File: config.mk
export PLATFORM = sky130hd
export DESIGN_NAME = calc_core_frame_sequencer
export DESIGN_NICKNAME = d
export VERILOG_FILES = /design/src/rtl/calc_core_frame_sequencer.sv
export SDC_FILE = /design/constraint.sdc
export NUM_CORES = 1
export LEC_CHECK = 0
export ABC_AREA = 1
export CORE_ASPECT_RATIO = 0.8
export CORE_MARGIN = 4
export CORE_UTILIZATION = 55
export DETAILED_ROUTE_END_ITERATION = 10
export GPL_ROUTABILITY_DRIVEN = 0
export PLACE_DENSITY = 0.83
export SLEW_MARGIN = 20
export SYNTH_ARGS = -nofsm -noshare
export SYNTH_HDL_FRONTEND = slang
export SYNTH_SLANG_ARGS = --single-unit
File: constraint.sdc
create_clock -name i_clk -period 2.3 [get_ports i_clk]
set_input_delay 0.46 -clock i_clk [delete_from_list [all_inputs] [get_ports i_clk]]
set_output_delay 0.46 -clock i_clk [all_outputs]
set_load 0.02 [all_outputs]
File: src/rtl/calc_core_frame_sequencer.sv
// Frame sequencer around the calculation core: counts the incoming window
// stream, forwards only interior windows to the core, counts results, checks
// pure/edge lock-step, and reports frame completion or a drain timeout.
module calc_core_frame_sequencer #(
  parameter int unsigned WIDTH         = 640,
  parameter int unsigned HEIGHT        = 480,
  parameter int unsigned BORDER        = 2,
  parameter int unsigned DRAIN_TIMEOUT = 8192,
  localparam int unsigned CW  = $clog2(WIDTH),
  localparam int unsigned RW  = $clog2(HEIGHT),
  localparam int unsigned NW  = $clog2(WIDTH * HEIGHT + 1),
  localparam int unsigned EXP = (WIDTH - 2 * BORDER) * (HEIGHT - 2 * BORDER),
  localparam int unsigned TW  = $clog2(DRAIN_TIMEOUT + 1)
) (
  input  logic          i_clk,
  input  logic          i_rst_n,
  input  logic          i_frame_start,
  input  logic          i_win_valid,
  output logic          o_core_valid,
  input  logic          i_pure_valid,
  input  logic          i_edge_valid,
  output logic          o_busy,
  output logic [CW-1:0] o_col,
  output logic [RW-1:0] o_row,
  output logic [NW-1:0] o_out_count,
  output logic          o_frame_done,
  output logic          o_mismatch,
  output logic          o_overrun,
  output logic          o_timeout
);

  typedef enum logic [1:0] {StIdle, StFeed, StDrain, StDone} state_e;

  state_e        state_q, state_d;
  logic [CW-1:0] col_q, col_d;
  logic [RW-1:0] row_q, row_d;
  logic [NW-1:0] count_q, count_d;
  logic [TW-1:0] timer_q, timer_d;
  logic          core_valid_q, core_valid_d;
  logic          busy_q, busy_d;
  logic          done_q, done_d;
  logic          mismatch_q, mismatch_d;
  logic          overrun_q, overrun_d;
  logic          timeout_q, timeout_d;

  logic start_frame;
  logic col_last, row_last, interior;

  assign col_last = (col_q == CW'(WIDTH - 1));
  assign row_last = (row_q == RW'(HEIGHT - 1));
  assign interior = (col_q >= CW'(BORDER)) && (col_q <= CW'(WIDTH - 1 - BORDER)) &&
                    (row_q >= RW'(BORDER)) && (row_q <= RW'(HEIGHT - 1 - BORDER));

  // Next-state, counters and sticky status for the frame FSM.
  always_comb begin
    state_d      = state_q;
    col_d        = col_q;
    row_d        = row_q;
    count_d      = count_q;
    timer_d      = timer_q;
    core_valid_d = 1'b0;
    done_d       = 1'b0;
    mismatch_d   = mismatch_q;
    overrun_d    = overrun_q;
    timeout_d    = timeout_q;
    start_frame  = 1'b0;

    unique case (state_q)
      StIdle: start_frame = i_frame_start;
      StFeed: begin
        // Start is ignored here, including on the final pixel.
        if (i_win_valid) begin
          core_valid_d = interior;
          if (col_last) begin
            col_d = '0;
            if (row_last) begin
              row_d   = '0;
              state_d = StDrain;
            end else begin
              row_d = row_q + 1'b1;
            end
          end else begin
            col_d = col_q + 1'b1;
          end
        end
      end
      StDrain: begin
        timer_d = timer_q + 1'b1;
        if (i_win_valid) overrun_d = 1'b1;
        // A complete result count takes priority over the timeout.
        if (count_q == NW'(EXP)) begin
          state_d = StDone;
          done_d  = 1'b1;
        end else if (timer_q == TW'(DRAIN_TIMEOUT - 1)) begin
          state_d   = StDone;
          done_d    = 1'b1;
          timeout_d = 1'b1;
        end
      end
      StDone: start_frame = i_frame_start;
      default: state_d = StIdle;
    endcase

    // Results are counted and lock-step checked only while the frame is live.
    if (state_q == StFeed || state_q == StDrain) begin
      if (i_edge_valid && (count_q != {NW{1'b1}})) count_d = count_q + 1'b1;
      if (i_pure_valid != i_edge_valid) mismatch_d = 1'b1;
    end

    if (start_frame) begin
      state_d    = StFeed;
      col_d      = '0;
      row_d      = '0;
      count_d    = '0;
      timer_d    = '0;
      mismatch_d = 1'b0;
      overrun_d  = 1'b0;
      timeout_d  = 1'b0;
    end

    busy_d = (state_d == StFeed) || (state_d == StDrain);
  end

  // State and output registers, asynchronously cleared.
  always_ff @(posedge i_clk or negedge i_rst_n) begin
    if (!i_rst_n) begin
      state_q      <= StIdle;
      col_q        <= '0;
      row_q        <= '0;
      count_q      <= '0;
      timer_q      <= '0;
      core_valid_q <= 1'b0;
      busy_q       <= 1'b0;
      done_q       <= 1'b0;
      mismatch_q   <= 1'b0;
      overrun_q    <= 1'b0;
      timeout_q    <= 1'b0;
    end else begin
      state_q      <= state_d;
      col_q        <= col_d;
      row_q        <= row_d;
      count_q      <= count_d;
      timer_q      <= timer_d;
      core_valid_q <= core_valid_d;
      busy_q       <= busy_d;
      done_q       <= done_d;
      mismatch_q   <= mismatch_d;
      overrun_q    <= overrun_d;
      timeout_q    <= timeout_d;
    end
  end

  assign o_core_valid = core_valid_q;
  assign o_busy       = busy_q;
  assign o_col        = col_q;
  assign o_row        = row_q;
  assign o_out_count  = count_q;
  assign o_frame_done = done_q;
  assign o_mismatch   = mismatch_q;
  assign o_overrun    = overrun_q;
  assign o_timeout    = timeout_q;

endmodule
# == After elaboration in Yosys (flattened, before gate mapping) ==
# Index checks and enable logic that the tools add are counted.
# W data, S select, Z words.
# classes
addsub,4
n_lt_le_gt_ge,4
eq_ne,12
mux,37
n_reduce_logical,22
# op_table
operator,count
$mux W19,3
$mux W9,5
$mux W10,4
$mux W14,2
$add A19 B1 Y19 const B,1
$eq A19 B19 Y1 const B,1
$ne A19 B19 Y1 const B,1
$mux W1,16
$reduce_bool A2 Y1,8
$add A14 B1 Y14 const B,1
$eq A14 B13 Y1 const B,1
$mux W2,6
$add A10 B1 Y10 const B,1
$eq A10 B10 Y1 const B,1
$ge A10 B2 Y1 const B,1
$le A10 B10 Y1 const B,1
$add A9 B1 Y9 const B,1
$eq A9 B9 Y1 const B,1
$ge A9 B2 Y1 const B,1
$le A9 B9 Y1 const B,1
$reduce_and A2 Y1,4
$eq A2 B2 Y1 const B,3
$reduce_and A3 Y1,2
$eq A2 B1 Y1 const B,2
7 further kinds,11
# word_totals
register_bits,60
inputBits,6
output_inout_bits,44
wordCells,90

# == Longest topological paths before layout ==
# depth
depth_word,8
ltp_mapped,11
mapped_depth_nobuf,10

# == Least setup slack after synthesis ==
# No wires, ideal clock.
# synth_path
path_kind,register to register
startpoint,reg state_q[0]
endpoint,"reg col_q[7], in the netlist o_col[7]"
setup_time_ns,0.104
t_arrival_ns,1.552
required_ns,2.196
setup_slack_ns,0.644
path_stages_with_launch,9
n_path_buf,1
synth_period_minus_slack_ns,1.656
cell_sequence,dfrtp_1 inv_1 ha_1 nand2_2 nand2_2 nand2_2 buf_6 clkinv_2 a221oi_1
# synth_between
elab_chain_cells,5
elab_cells_between_ends,9
cone_classes,eq/ne: 2; mux: 2; reduce/logical: 5
# synth_rtl
element,line,text
start: declaration,34,"state_e state_q, state_d;"
start signal: assignment,127,state_q <= StIdle;
start signal: assignment,139,state_q <= state_d;
$eq A2 B2 Y1 / $logic_not A2 Y1 (equally long branches),68,unique case (state_q)
$reduce_or A2 Y1 (no line),n/a,
$mux W1,68,
$reduce_bool A2 Y1 (no line),n/a,
$reduce_and A2 Y1 (no line),n/a,
end signal: assignment,140,col_q <= col_d;
end: declaration,35,"logic [CW-1:0] col_q, col_d;"
# Parallel ways exist; a longest one is shown, timed or not.
# A chain may end at the register's enable or synchronous reset.

# == Worst setup path in the final report ==
# layout_path
startpoint,reg state_q[0]
endpoint,reg timer_q[12]
# layout_between
elab_chain_cells,4
elab_cells_between_ends,7
cone_classes,eq/ne: 2; mux: 2; reduce/logical: 3
# layout_rtl
element,line,text
$eq A2 B2 Y1 / $logic_not A2 Y1 (equally long branches),68,
$reduce_or A2 Y1 (no line),n/a,
$mux W1,68,
$mux W14 / $reduce_bool A2 Y1 (equally long branches),n/a,
end signal: assignment,143,timer_q <= timer_d;
end: declaration,38,"logic [TW-1:0] timer_q, timer_d;"
# Parallel ways exist; a longest one is shown, timed or not.

==> results.tsv <==
stage	metric	value	unit
critical_path	path_delay_family	simple AND/OR/NAND/NOR gates	
clocking	clkLatencyLatePin	340	ps
cells_and_area	final_area	4470	um^2
routing	highest_layer	met4	
routing	via_per_inst	5.48	
critical_path	r2r_cells	9	
run	cap_violations	0	
timing	slew_headroom	66.9	%
routing	drtIter0Drc	172	
routing	dr_total_vias	3310	
die	fp.dieW	99.1	um
yosys	seq_area_frac_synth	41.1	%
yosys	ys_seq_elements	60	
global_routing	track_usage	24.4	%
critical_path	path_class	flop to flop	
routing	wl	9010	um
critical_path	cp_data_required_time	2530	ps
timing	tightestPinTransition	497	ps
die	core_area	6410	um^2
clocking	cts_tree	built	
clocking	cts-root-buf	clkbuf_8	
yosys	yosys.area.top_type	dfrtp_1	
pwr	p_leak	2.07	nW
critical_path	crit_fanout	9	
routing	drt.antenna.violating_nets	0	
global_routing	grt_pass1_vias	3250	
critical_path	path_buf_inv	2	
pwr	ir_drop	0.513	mV
clocking	cts_buffer_depth	2	
global_routing	antenna_found_initial	0	
cells_and_area	area_delta_synth_final	22.5	%
timing	clock_skew	5.05	ps
die	ios	50	
routing	drc	0	
die	die_y	80.9	um
clocking	cts_buffers	9	
die	dieArea	8020	um^2
critical_path	critical-path-slowest-cell	dfrtp_1	
yosys	synth_area_leaders	dfrtp_1 (41%), nand2_1 (8.0%), inv_1 (6.1%)	
timing	fmax	513	MHz
clocking	cts.clk_slew.worst_paths	70	ps
run_status	status	finished clean	
yosys	syn_area	3650	um^2
routing	dr_wl_met2	4190	um
placed_design	post-dp-hpwl	6640	um
cells_and_area	layout_commonest_cell	nand2_1	
yosys	post_synth_num_cell_types	40	
yosys	synthCells	456	
clocking	cts_hold_buf	0	
yosys	yosysWarnings	0	
critical_path	cp_cell_sequence	inv_1, ha_1, nand3_1, nor2_1, nand2_1, inv_1, nand2_1, o21ai_0, a21oi_1	
placed_design	io_buffer_count	49	
cells_and_area	fin_util	69.8	%
critical_path	rrSetupSlack	350	ps
global_routing	grt_max_degree	40	
timing	setup_viol	0	
routing	first_pass_iters	4	
clocking	cts_sinks	60	
timing	fin_setup_tns	0	ps
placed_design	placed_cell_area	4260	um^2
yosys	synth_top_area_share	41.1	%
clocking	post_cts_resized	0	
cells_and_area	fin_nets	534	
die	rows	26	
critical_path	crit_path_start_kind	flop	
routing	met3WireLength	490	um
timing	final_hold_viol_count	0	
critical_path	r2r_start	state_q[0]$_DFF_PN0_	
pwr	power-per-cell-area	611	nW/um^2
yosys	synth_edf_count	0	
timing	fin_crit	1950	ps
critical_path	cp_slowest_stage_delay	400	ps
yosys	synthArstFlopShare	100	%
cells_and_area	final_cell_mix	nand2_1 (78), dfrtp_1 (60), inv_1 (59)	
timing	slew_viol_final	0	
yosys	syn_avg_cell_area	8.01	um^2
yosys	ys.flop_type	dfrtp_1	
critical_path	r2r-end	timer_q[12]$_DFFE_PN0P_	
timing	rsz0062_at_grt	false	
routing	met1Wirelength	4190	um
critical_path	crit_start	state_q[0]$_DFF_PN0_	
die	start_util	57.0	%
clocking	cts_setup_buffers	0	
clocking	cts_max_level	3	
yosys	synth_fp_nets	475	
timing	fin_crit_sh	84.8	%
routing	wl_per_cell	14.9	um
critical_path	cp.arrival	2180	ps
critical_path	worst_setup_path_end_kind	flop	
cells_and_area	diodes	0	
global_routing	grt_pass1_wl	15400	um
cells_and_area	drive_gt1_share	13.5	%
hold_path	worst_hold_path_type	input port to asynchronous set/reset pin	
global_routing	grt-ovfl-total	0	
cells in the mapped netlist, types with 6 or more instances:
master    n
a21oi_1  21
dfrtp_1  60
ha_1     13
inv_1    59
nand2_1  78
nand2_2  11
nand3_1  24
nand3_2   6
nand4_1  12
nor2_1   55
nor3_1   17
o21ai_0  18
o21ai_2  11
xor2_1   19
power by group:
group / internal, mW / total [mW] / switching (mW)
logic: 0.213 / 0.513 / 0.300
clock network: 0.590 / 1.00 / 0.414
registers: 1.12 / 1.21 / 0.0972
flip-flops by register name, summed over array words and instances (netlist names):
name,flops
o_out_count,19
timer_q,14
o_col,10
o_row,9
state_q,2
o_busy,1
o_core_valid,1
o_frame_done,1
o_mismatch,1
o_overrun,1
o_timeout,1
through the flow:
step / total power [mW] / worst slack [ps] / hold slack (ps) / cells
after global routing: 2.87 / 137 / 112 / 604
after floorplan: 1.51 / 644 / 164 / 456
after CTS: 2.76 / 332 / 82.2 / 604
after detailed placement: 1.74 / 322 / 456 / 588
after global placement: 1.74 / 310 / 457 / 588
final: 2.73 / 351 / 77.5 / 604
layer usage:
metal / vias up / global-route usage [%]
met2: 103 / 38.7
li1: 1614 / -
met4: 0 / 9.96
met3: 16 / 5.67
met1: 1577 / 32.4
met5: - / 0
logic make-up (layout without fill, tap and decap cells):
group,count (synthesis),after routing,share of synthesized area (%)
compound gates,70,70,12.0
flops,60,60,41.1
simple gates,221,221,29.2
fa+ha+maj,13,13,4.45
buf+inv,71,135,8.18
xor+xnor,21,21,5.03
worst register-to-register path: cells and delay by family, from the launching register on:
kind                       cells  cell delay (ps)
and+or+nand+nor                4              600
DFF                            1              400
buffers and inverters          2              220
AOI/OAI and AO/OA              2              230
adders and majority gates      1              380
how the worst max path moves through the flow:
stage | cells after the start | slack [ps] | endpoint
2_1_floorplan | 8 | 640 | o_col[7]$_DFFE_PN0P_
3_3_place_gp | 7 | 310 | o_row[7]$_DFFE_PN0P_
3_5_place_dp | 6 | 320 | o_col[7]$_DFFE_PN0P_
4_1_cts | 1 | 330 | o_out_count[8]
5_1_grt | 9 | 140 | timer_q[12]$_DFFE_PN0P_
6_report | 9 | 350 | timer_q[12]$_DFFE_PN0P_
area by class of cell:
cell class | instances | area, um^2
inverters | 63 | 239
multi-input cells | 325 | 1850
fillers | 494 | 1930
well taps | 84 | 105
flip-flops and latches | 60 | 1500
repair buffers | 56 | 563
clock inverters | 3 | 43.8
clock buffers | 13 | 169
Power figures use the tool's default switching activity.
